===== config.mk =====
export PLATFORM = sky130hd
export DESIGN_NAME = fft_stage_controller_flat
export DESIGN_NICKNAME = d
export VERILOG_FILES = /design/src/rtl/fft_stage_controller_if.sv /design/src/rtl/fft_stage_controller.sv /design/src/flat_wrapper.sv
export SDC_FILE = /design/constraint.sdc
export NUM_CORES = 1
export LEC_CHECK = 0
export BUFFER_PORTS_ARGS = -buffer_cell sky130_fd_sc_hd__buf_4
export CAP_MARGIN = 0
export CORE_ASPECT_RATIO = 1.4
export CORE_MARGIN = 5
export CORE_UTILIZATION = 57
export DETAILED_ROUTE_END_ITERATION = 10
export PLACE_DENSITY_LB_ADDON = 0.08
export SKIP_LAST_GASP = 1
export SYNTH_ARGS = -nofsm -noshare
export SYNTH_HDL_FRONTEND = slang
export SYNTH_SLANG_ARGS = --single-unit

===== constraint.sdc =====
create_clock -name clk -period 5 [get_ports clk]
set_clock_uncertainty 0.15 [all_clocks]
set_input_delay 0.5 -clock clk [delete_from_list [all_inputs] [get_ports clk]]
set_output_delay 0.5 -clock clk [all_outputs]
set_load 0.005 [all_outputs]

===== src/rtl/fft_stage_controller_if.sv =====
// RAM / twiddle ROM / butterfly handshake bundle for fft_stage_controller.
interface fft_stage_controller_if #(
  parameter int unsigned LOG2N = 10
);
  logic             o_rd_en;
  logic [LOG2N-1:0] o_rd_addr_a;
  logic [LOG2N-1:0] o_rd_addr_b;
  logic             o_tw_en;
  logic [LOG2N-2:0] o_tw_addr;
  logic             o_bfly_start;
  logic             i_bfly_valid;
  logic             o_wr_en;
  logic [LOG2N-1:0] o_wr_addr_a;
  logic [LOG2N-1:0] o_wr_addr_b;

  modport master (
    output o_rd_en, o_rd_addr_a, o_rd_addr_b, o_tw_en, o_tw_addr, o_bfly_start,
    output o_wr_en, o_wr_addr_a, o_wr_addr_b,
    input  i_bfly_valid
  );

  modport slave (
    input  o_rd_en, o_rd_addr_a, o_rd_addr_b, o_tw_en, o_tw_addr, o_bfly_start,
    input  o_wr_en, o_wr_addr_a, o_wr_addr_b,
    output i_bfly_valid
  );
endinterface


===== src/rtl/fft_stage_controller.sv =====
// In-place radix-2 DIT FFT sequencer: walks LOG2N stages x N/2 butterflies,
// issuing RAM/ROM reads, a butterfly start pulse and the paired RAM write.
module fft_stage_controller #(
  parameter int unsigned N_POINTS     = 1024,
  parameter int unsigned LOG2N        = 10,
  parameter int unsigned BFLY_TIMEOUT = 64  // must be >= 2
) (
  input  logic                     clk,
  input  logic                     reset,
  input  logic                     i_start,
  output logic                     o_busy,
  output logic                     o_done,
  output logic                     o_error,
  output logic [$clog2(LOG2N)-1:0] o_stage,
  fft_stage_controller_if.master   bus
);

  localparam int unsigned SW = $clog2(LOG2N);
  localparam int unsigned KW = LOG2N - 1;
  localparam int unsigned TW = $clog2(BFLY_TIMEOUT + 1);
  localparam logic [KW-1:0] KLast = KW'(N_POINTS / 2 - 1);
  localparam logic [SW-1:0] SLast = SW'(LOG2N - 1);
  // Counter reads 0 in the first WAIT_BF cycle, so the error flag lands
  // exactly BFLY_TIMEOUT cycles after the start pulse.
  localparam logic [TW-1:0] TLast = TW'(BFLY_TIMEOUT - 2);

  typedef enum logic [2:0] {StIdle, StRead, StStart, StWaitBf, StWrite, StDone} state_e;

  state_e         state_q, state_d;
  logic [SW-1:0]  s_q, s_d;
  logic [KW-1:0]  k_q, k_d;
  logic [TW-1:0]  cnt_q, cnt_d;
  logic           err_q, err_d;
  logic [LOG2N-1:0] wr_a_q, wr_a_d, wr_b_q, wr_b_d;

  logic [LOG2N-1:0] span, jmask, k_ext, addr_a, addr_b;
  logic [KW-1:0]    tw_idx;

  // Butterfly addressing from (s, k) using masks and shifts only.
  always_comb begin
    span   = LOG2N'(1) << s_q;
    jmask  = span - 1'b1;
    k_ext  = {1'b0, k_q};
    // (k & ~mask) is g*span; doubling it gives the group base 2*g*span.
    addr_a = ((k_ext & ~jmask) << 1) | (k_ext & jmask);
    addr_b = addr_a | span;
    tw_idx = KW'((k_ext & jmask) << (SLast - s_q));
  end

  // State and counter registers; reset aborts any run in progress.
  always_ff @(posedge clk or negedge reset) begin
    if (!reset) begin
      state_q <= StIdle;
      s_q     <= '0;
      k_q     <= '0;
      cnt_q   <= '0;
      err_q   <= 1'b0;
      wr_a_q  <= '0;
      wr_b_q  <= '0;
    end else begin
      state_q <= state_d;
      s_q     <= s_d;
      k_q     <= k_d;
      cnt_q   <= cnt_d;
      err_q   <= err_d;
      wr_a_q  <= wr_a_d;
      wr_b_q  <= wr_b_d;
    end
  end

  // Next-state logic and strobes; addresses are driven only with their enables.
  always_comb begin
    state_d          = state_q;
    s_d              = s_q;
    k_d              = k_q;
    cnt_d            = cnt_q;
    err_d            = err_q;
    wr_a_d           = wr_a_q;
    wr_b_d           = wr_b_q;
    o_busy           = 1'b0;
    o_done           = 1'b0;
    bus.o_rd_en      = 1'b0;
    bus.o_rd_addr_a  = '0;
    bus.o_rd_addr_b  = '0;
    bus.o_tw_en      = 1'b0;
    bus.o_tw_addr    = '0;
    bus.o_bfly_start = 1'b0;
    bus.o_wr_en      = 1'b0;
    bus.o_wr_addr_a  = '0;
    bus.o_wr_addr_b  = '0;

    case (state_q)
      StIdle: begin
        if (i_start) begin
          s_d     = '0;
          k_d     = '0;
          cnt_d   = '0;
          err_d   = 1'b0;
          state_d = StRead;
        end
      end
      StRead: begin
        o_busy          = 1'b1;
        bus.o_rd_en     = 1'b1;
        bus.o_rd_addr_a = addr_a;
        bus.o_rd_addr_b = addr_b;
        bus.o_tw_en     = 1'b1;
        bus.o_tw_addr   = tw_idx;
        wr_a_d          = addr_a;
        wr_b_d          = addr_b;
        state_d         = StStart;
      end
      StStart: begin
        o_busy           = 1'b1;
        bus.o_bfly_start = 1'b1;
        cnt_d            = '0;
        state_d          = StWaitBf;
      end
      StWaitBf: begin
        o_busy = 1'b1;
        if (bus.i_bfly_valid) begin
          state_d = StWrite;
        end else if (cnt_q == TLast) begin
          err_d   = 1'b1;
          state_d = StIdle;
        end else begin
          cnt_d = cnt_q + 1'b1;
        end
      end
      StWrite: begin
        o_busy          = 1'b1;
        bus.o_wr_en     = 1'b1;
        bus.o_wr_addr_a = wr_a_q;
        bus.o_wr_addr_b = wr_b_q;
        if (k_q == KLast) begin
          k_d = '0;
          if (s_q == SLast) begin
            state_d = StDone;
          end else begin
            s_d     = s_q + 1'b1;
            state_d = StRead;
          end
        end else begin
          k_d     = k_q + 1'b1;
          state_d = StRead;
        end
      end
      StDone: begin
        o_done  = 1'b1;
        state_d = StIdle;
      end
      default: state_d = StIdle;
    endcase
  end

  assign o_error = err_q;
  assign o_stage = s_q;

endmodule


===== src/flat_wrapper.sv =====
// flat-port wrapper written by rule: the top's interface ports become plain ports
module fft_stage_controller_flat 
#(
  parameter int unsigned N_POINTS     = 1024,
  parameter int unsigned LOG2N        = 10,
  parameter int unsigned BFLY_TIMEOUT = 64                 
)
  (clk, reset, i_start, o_busy, o_done, o_error, o_stage, bus_o_rd_en, bus_o_rd_addr_a, bus_o_rd_addr_b, bus_o_tw_en, bus_o_tw_addr, bus_o_bfly_start, bus_o_wr_en, bus_o_wr_addr_a, bus_o_wr_addr_b, bus_i_bfly_valid);
  fft_stage_controller_if #(.LOG2N(LOG2N)) bus_i ();
  input  logic clk;
  input  logic reset;
  input  logic i_start;
  output logic o_busy;
  output logic o_done;
  output logic o_error;
  output logic [$clog2(LOG2N)-1:0] o_stage;
  output wire logic [$bits(bus_i.o_rd_en)-1:0] bus_o_rd_en;
  output wire logic [$bits(bus_i.o_rd_addr_a)-1:0] bus_o_rd_addr_a;
  output wire logic [$bits(bus_i.o_rd_addr_b)-1:0] bus_o_rd_addr_b;
  output wire logic [$bits(bus_i.o_tw_en)-1:0] bus_o_tw_en;
  output wire logic [$bits(bus_i.o_tw_addr)-1:0] bus_o_tw_addr;
  output wire logic [$bits(bus_i.o_bfly_start)-1:0] bus_o_bfly_start;
  output wire logic [$bits(bus_i.o_wr_en)-1:0] bus_o_wr_en;
  output wire logic [$bits(bus_i.o_wr_addr_a)-1:0] bus_o_wr_addr_a;
  output wire logic [$bits(bus_i.o_wr_addr_b)-1:0] bus_o_wr_addr_b;
  input wire logic [$bits(bus_i.i_bfly_valid)-1:0] bus_i_bfly_valid;
  assign bus_o_rd_en = bus_i.o_rd_en;
  assign bus_o_rd_addr_a = bus_i.o_rd_addr_a;
  assign bus_o_rd_addr_b = bus_i.o_rd_addr_b;
  assign bus_o_tw_en = bus_i.o_tw_en;
  assign bus_o_tw_addr = bus_i.o_tw_addr;
  assign bus_o_bfly_start = bus_i.o_bfly_start;
  assign bus_o_wr_en = bus_i.o_wr_en;
  assign bus_o_wr_addr_a = bus_i.o_wr_addr_a;
  assign bus_o_wr_addr_b = bus_i.o_wr_addr_b;
  assign bus_i.i_bfly_valid = bus_i_bfly_valid;
  fft_stage_controller #(.N_POINTS(N_POINTS), .LOG2N(LOG2N), .BFLY_TIMEOUT(BFLY_TIMEOUT)) u_core (.clk(clk), .reset(reset), .i_start(i_start), .o_busy(o_busy), .o_done(o_done), .o_error(o_error), .o_stage(o_stage), .bus(bus_i));
endmodule

# After elaboration in Yosys (flattened, before gate mapping)
# Index checks and enable logic that the tools add are counted.
# totals
register_bits	44
inputBits	4
word_cells	75
# op_classes
add_sub_neg	5
eq_ne	15
n_shift	2
n_mux	31
bitwise	5
reduce_logical	10
# ops
cell	n
$mux W10	4
$mux W9	3
$mux W7	3
$pmux W7 S3	1
$or A10 B10 Y10	2
$pmux W9 S2	1
$mux W3	5
$pmux W3 S5	1
$mux W4	3
$reduce_and A4 Y1	3
$and A9 B10 Y10	1
$shl A1 B4 Y10 const A	1
$shl A10 B4 Y9	1
$sub A10 B1 Y10 const B	1
$add A9 B1 Y9 const B	1
$and A9 B9 Y9	1
$eq A9 B9 Y1 const B	1
$not A9 Y9	1
$mux W1	8
$ne A2 B2 Y1 const B	4
$pmux W4 S2	1
$add A7 B1 Y7 const B	1
$eq A7 B6 Y1 const B	1
$eq A3 B2 Y1 const B	2
13 further kinds	17

# Longest topological paths before layout
# Gate-level depths: netlist of the first run.
# depth
word_depth	7
mapped_depth	13
ltp_nobuf	10

# Least setup slack after synthesis of the first run
# OpenSTA, ideal clock, no wires.
# synth_timing
kind	register -> output
start	reg u_core.s_q[1], in the netlist u_core.o_stage[1]
end	out bus_o_tw_addr[8]
arrival_ns	2.963
path_slack_ns	1.387
stages_incl_launch_ff	13
n_path_buf	3
cell_sequence	dfrtp_1 -> clkbuf_1 -> clkinv_1 -> ha_1 -> buf_6 -> nor3b_1 -> inv_1 -> ha_1 -> buf_2 -> o21ai_0 -> nor4_1 -> or4_1 -> o31a_1
# synth_via
elab_chain_len	5
# synth_rtl
element	line	rtl
start, declared	fft_stage_controller.sv:30	logic [SW-1:0] s_q, s_d;
start signal, assigned	fft_stage_controller.sv:54	s_q <= '0;
start signal, assigned	fft_stage_controller.sv:62	s_q <= s_d;
$shl A1 B4 Y10	fft_stage_controller.sv:41	span = LOG2N'(1) << s_q;
$sub A10 B1 Y10	fft_stage_controller.sv:42	jmask = span - 1'b1;
$and A9 B10 Y10	fft_stage_controller.sv:47	tw_idx = KW'((k_ext & jmask) << (SLast - s_q));
$shl A10 B4 Y9 (*)	fft_stage_controller.sv:47	
$mux W9 (*)	fft_stage_controller.sv:92	case (state_q)
end, declared	flat_wrapper.sv:21	output wire logic [$bits(bus_i.o_tw_addr)-1:0] bus_o_tw_addr;
# Mark *: on every way between the ends. The rest lies on a longest branch, timed or not.

# Worst setup path after layout of the first run
# layout_timing
start	reg u_core.s_q[0], in the netlist u_core.o_stage[0]
end	out bus_o_tw_addr[8]
# The elaborated chain is that of the path after synthesis.

==> reports/qor.yml, run 1 <==
worstReg2RegStart: "u_core.o_stage[0]"
clock_path_buffers: 2
clkLatencyLatePin_ps: 300
fmax_mhz: 215
finalCritPeriodShare_pct: 92.9
drive_gt1_share_pct: 21.1
grt_setup_unrepaired: "no"
ant_nets: 0
yosysUniqueCellTypes: 66
startpoint_type: "flip-flop"
path_cells: "clkinvlp_4, ha_1, nor3b_1, inv_1, ha_1, inv_1, a221oi_2, nor4_1, or4_1, o31a_1, buf_4"
cts_tree: "done"
die-area_mm2: 0.00733
reg2reg_to: "u_core.wr_b_q[4]"
synth_edf_count: 0
final_nets: 447
die_x_um: 73.8
worst_pin_slew_ps: 961
worst_path_max_delay_cell: "dfrtp_1"
critPathArrivalTime_ps: 4000
grt_use_total_pct: 24.9
cp.required_ps: 4350
synth.area.mux_share_pct: 2.35
drc: 0
grt_pass1_vias: 2930
rr_worst_depth: 10
h-tree-depth: 2
vias_per_cell: 6.16
synth_nets: 403
yosys.area_share.simple_pct: 27.0
cts_resized: 0
grt_max_degree: 45
first_pass_iters: 5
cts_setup_buffers: 0
critical_path_class: "flip-flop to output port"
ir_worst_vdd_v: 0.000314
synthToLayoutAreaGrowth_pct: 17.4
drtIter0Drc: 204
min_period_ps: 4650
path_max_fanout: 17
synthCells: 386
finalHoldViolations: 0
antenna_cells: 0
syn_area_mm2: 0.00325
clk_pin_slew_ps: 90
synth-seq-cells: 44
setup_violations: 0
synth_ff_type: "dfrtp_1"
p_leak_nw: 1.86
antenna_found_initial: 0
wirelength_um: 8780
dp_hpwl_um: 6640
synth_xor_area_share_pct: 2.16
slew_violations: 0
reg2reg_slack_ps: 1220
clock-root-buffer: "clkbuf_8"
overflow: 0
port_buffers: 63
p_per_area_mw_per_mm2: 367
synth_top_family_by_area: "simple AND/OR/NAND/NOR gates"
wl_per_cell_um: 17.6
cap_viol_max_count: 0
min_path_type: "input port to async pin"
critPathMaxStageDelay_ps: 700
fin_setup_tns_ps: 0
start_util_pct: 58.8
coreArea_mm2: 0.00553
place_congestion: 0.939
outcome: "complete, no violations"
cts_made_buffers: 5
ios: 64
relSlewSlack_pct: 35.9
clkSinkCount: 44
yosys.area_share.adder_pct: 5.01
synth_seq_area_share_pct: 33.9
syn_avg_cell_area_um2: 8.41
synth_compound_area_share_pct: 23.7
die_h_um: 99.3
grt_pass1_wl_um: 14500
cts_hold_buf: 0
routed-via-count: 3074
yosysWarningCount: 0
rows: 32
p_total_mw: 1.40
async_flop_share_pct: 100
end_kind: "output port"
-- sequential cells by signal, summed over array words and instances, names as in the netlist --
name,flops
u_core.k_q,9
u_core.o_stage,4
u_core.state_q,3
u_core.o_error,1
u_core.wr_b_q,10
u_core.wr_a_q,10
u_core.cnt_q,7
-- layout make-up --
cell class | count | area (µm²)
timing repair buffer | 65 | 488
clock buffer | 5 | 68.8
clock inverter | 3 | 46.3
sequential | 44 | 1100
multi-input combinational | 297 | 1960
inverter | 17 | 67.6
fill | 492 | 1710
tap | 68 | 85.1
-- cell usage after synthesis (all sizes together), types with 5 or more instances --
cell type  count  area, µm²
dfrtp         44       1100
nand2         37        139
nor2          28        105
o21ai         27        135
and2          21        131
a21o          16        120
clkbuf        16       60.1
inv           14       52.6
a21oi         13       65.1
ha            13        163
nor3          13       70.1
buf           12       67.6
nand2b         9       63.8
nand3          9       45.0
and3           8       50.1
xnor2          8       70.1
nor4           7       43.8
o211ai         6       45.0
a31oi          5       31.3
-- logic make-up (layout without fill, tap and decap cells) --
logic type	after synthesis	after routing
AO/OA/AOI/OAI	108	108
XOR/XNOR	8	8
adder cells (fa/ha/maj)	13	13
buffers and inverters	45	90
flip-flops	44	44
multiplexers	6	6
AND/OR/NAND/NOR	162	162
-- metal layers --
| metal | GRT usage [%] | wire length (µm) |
|---|---|---|
| met5 | 0 | 0 |
| met4 | 10.6 | 344 |
| met3 | 5.56 | 557 |
| met2 | 43.2 | 4610 |
| met1 | 28.7 | 3280 |
-- metrics by stage --
stage,utilization [%],cells,hold WS (ps),setup slack (ps),area [µm²]
final,69.0,499,34.0,353,3810
after global routing,69.0,499,76.1,56.3,3810
after CTS,68.9,499,63.0,370,3810
after detailed placement,66.8,491,308,710,3690
after global placement,66.8,491,300,812,3690
after floorplan,-,386,54.4,1390,3250
-- power breakdown --
| part | internal, mW | leakage [nW] | switching, mW |
|---|---|---|---|
| clock | 0.151 | 0.0548 | 0.132 |
| combinational | 0.240 | 1.20 | 0.350 |
| sequential | 0.425 | 0.600 | 0.0995 |
| total | 0.816 | 1.86 | 0.582 |
-- worst max-delay path by stage --
stage | to | slack [ps] | start | depth (start not counted)
6_report | bus_o_tw_addr[8] | 350 | u_core.o_stage[0] | 11
5_1_grt | bus_o_tw_addr[8] | 60 | u_core.o_stage[0] | 11
4_1_cts | bus_o_tw_addr[8] | 370 | u_core.o_stage[0] | 11
3_5_place_dp | bus_o_tw_addr[8] | 710 | u_core.o_stage[0] | 11
3_3_place_gp | bus_o_tw_addr[8] | 810 | u_core.o_stage[0] | 11
2_1_floorplan | bus_o_tw_addr[8] | 1390 | u_core.o_stage[1] | 12
-- critical path: cells and delay by family, from the launching register on --
kind | cells | cell delay (ps)
buffers and inverters | 4 | 730
DFF | 1 | 700
AOI/OAI and AO/OA | 2 | 530
and+or+nand+nor | 3 | 870
adders and majority gates | 2 | 880
-- layout by cell type (no fill, tap or decap), types with 4 or more instances in the layout --
cell type,n
a211oi_1,4
a21o_1,16
a21oi_1,13
a31oi_1,5
and2_1,21
and3_1,8
buf_4,65
clkbuf_8,5
dfrtp_1,44
ha_1,13
inv_1,14
nand2_1,37
nand2b_1,8
nand3_1,9
nand3b_1,4
nor2_1,28
nor3_1,12
nor3b_1,4
nor4_1,7
nor4b_1,4
o211a_1,4
o211ai_1,6
o21ai_0,25
o31ai_1,4
or3_1,4
xnor2_1,8
Power figures use the tool's default switching activity.
==> run 2: changes to the inputs <==
CORE_UTILIZATION = 56   (was 57)
clock period = 4.74 ns   (was 5 ns; I/O delays follow)
==> run 2 against run 1 <==
  * Non-clock buffer count increased by 1
  * Global-route usage increased by 0.11 points
  * Critical path depth unchanged
  * Cell count unchanged
  * Combinational power increased by 8.3%
  * Worst setup slack improved by 100 ps
  * Critical path type unchanged
  * Highest routed layer unchanged
==> reports/qor.yml, run 2 (synthesis results as in run 1) <==
clock_path_buffers: 2  # unchanged
outcome: "complete, no violations"
clkLatencyLatePin_ps: 290  # about the same
die_h_um: 100  # +0.80%
critical_path_class: "flip-flop to output port"
antenna_cells: 0  # unchanged
layout_commonest_cell: "buf_4"
final_cell_mix: "66 x buf_4, 44 x dfrtp_1, 37 x nand2_1"
dr_wl_met3_um: 628  # +13%
h-tree-depth: 2  # unchanged
cts_resized: 0  # unchanged
path_max_fanout: 15  # -2
place_congestion: 0.918  # -2.3%
final_util_pct: 68.0  # -1.0 points
drtIter0Drc: 287  # +41%
cap_viol_max_count: 0  # unchanged
grt_use_total_pct: 25.0  # +0.11 points
p_int_mw: 0.805  # -1.3%
dp_hpwl_um: 6680  # +0.61%
finalHoldViolations: 0  # unchanged
p_leak_nw: 1.85  # -0.49%
rows: 32  # unchanged
top_regs: "u_core.wr_a_q: 10 flops, u_core.wr_b_q: 10 flops, u_core.k_q: 9 flops"
p_per_area_mw_per_mm2: 373  # +1.9%
p_total_mw: 1.41  # +1.1%
final_nets: 448  # +0.22%
drive_gt1_share_pct: 20.9  # -0.23 points
worst_path_max_delay_cell: "o21ai_0"
grt_max_degree: 45  # unchanged
overflow: 0  # unchanged
worst_pin_slew_ps: 1330  # +370 ps
comb_power_share_pct: 45.3  # +3.0 points
slew_violations: 0  # unchanged
start_util_pct: 58.4  # -0.42 points
cts_setup_buffers: 0  # unchanged
power_switching_mw: 0.607  # +4.3%
critPathMaxStageDelay_ps: 520  # -180 ps
fin_area_mm2: 0.00378  # -0.79%
first_pass_iters: 7  # +2
vias_per_cell: 6.22  # +0.91%
reg2reg_to: "u_core.wr_b_q[4]"
wl_met1_um: 3310  # +1.1%
fill_cells: 462  # -6.1%
clk_pin_slew_ps: 80  # about the same
port_buffers: 63  # unchanged
path_cells: "clkinv_1, ha_1, nor3b_1, inv_1, ha_1, and4bb_2, a22oi_1, nand2_1, o21ai_0, nand2_1, buf_4"
sw_frac_of_total_pct: 43.0  # +1.3 points
clkSinkCount: 44  # unchanged
wirelength_um: 8900  # +1.3%
sequentialPowerShare_pct: 38.6  # +1.1 points
worstReg2RegStart: "u_core.o_stage[1]"
min_path_type: "input port to async pin"
grt_pass1_wl_um: 14700  # +1.1%
finalCritPeriodShare_pct: 90.4
wl_met2_um: 4700  # +1.9%
setup_slack_ps: 457  # +104 ps
coreArea_mm2: 0.00557  # +0.72%
clock-root-buffer: "clkbuf_8"
synthToLayoutAreaGrowth_pct: 16.4
min_period_ps: 4280
antenna_found_initial: 0  # unchanged
wl_per_cell_um: 17.8  # +1.3%
die_x_um: 74.4  # +0.77%
grt_setup_unrepaired: "no"
rr_worst_depth: 10  # unchanged
die-area_mm2: 0.00744  # +1.6%
drc: 0  # unchanged
dp_slack_ps: 874  # +164 ps
ant_nets: 0  # unchanged
routed.top_layer: "met4"
cts_made_buffers: 5  # unchanged
cts_tree: "done"
startpoint_type: "flip-flop"
routed-via-count: 3102  # +0.91%
placed_area_mm2: 0.00370  # +0.20%
critPathArrivalTime_ps: 3660  # -340 ps
relSlewSlack_pct: 10.4  # -26 points
ios: 64  # unchanged
setup_violations: 0  # unchanged
cts_hold_buf: 0  # unchanged
clock_power_share_pct: 16.1  # -4.1 points
fmax_mhz: 234
cp.required_ps: 4120  # -230 ps
grt_pass1_vias: 2923  # -0.24%
reg2reg_slack_ps: 1250  # +30 ps
end_kind: "output port"
ir_worst_vdd_v: 0.000365  # +16%
fin_setup_tns_ps: 0  # unchanged
-- run 2: cell types whose count changed in the layout (fill, tap and decap cells not counted), sizes merged --
cell      previous run  this run
clkinvlp             2         1
bufinv               1         0
inv                 15        14
clkinv               2         4
buf                 65        66
-- run 2: area by class of cell --
cell class	instances	area, µm²	area share (%)
clock inverters	2	12.5	0.331
clock buffers	5	68.8	1.82
well taps	68	85.1	2.25
multi-input cells	297	1960	51.7
inverters	17	63.8	1.69
flip-flops and latches	44	1100	29.1
repair buffers	66	495	13.1
-- run 2: per-layer routing --
| layer | vias to the layer above | track usage, % |
|---|---|---|
| met5 | - | 0 |
| met4 | 0 | 9.59 |
| met3 | 25 | 4.61 |
| met2 | 128 | 43.4 |
| met1 | 1463 | 30.0 |
| li1 | 1486 | - |
-- run 2: worst max path at each step --
| stage | from | to | slack [ps] | cells past startpoint |
|---|---|---|---|---|
| final | u_core.o_stage[1] | bus_o_rd_addr_b[4] | 460 | 11 |
| after global routing | u_core.o_stage[1] | bus_o_rd_addr_b[4] | 110 | 11 |
| after CTS | u_core.o_stage[1] | bus_o_rd_addr_b[4] | 530 | 11 |
| after detailed placement | u_core.o_stage[1] | bus_o_rd_addr_b[4] | 870 | 11 |
| after global placement | u_core.o_stage[1] | bus_o_tw_addr[8] | 960 | 11 |
| after floorplan | u_core.o_stage[1] | bus_o_tw_addr[8] | 1150 | 12 |
-- run 2: critical path: cells and delay by family, from the launching register on --
family	cells	cell delay, ps
fa+ha+maj	2	920
simple gates	4	800
flops	1	350
compound gates	2	730
buf+inv	3	560
-- run 2: per-stage QoR --
stage	hold slack (ps)	std cells
floorplan	28.4	386
global placement	301	492
detailed placement	308	492
CTS	44.5	499
global route	61.9	499
finish	17.9	499
-- run 2: power groups by stage --
stage                     Clock, mW  Sequential [mW]  Combinational [mW]
after floorplan                   0            0.500               0.498
after global placement            0            0.549               0.627
after detailed placement          0            0.551               0.635
after CTS                     0.234            0.544               0.637
after global routing          0.255            0.559               0.707
final                         0.227            0.545               0.640
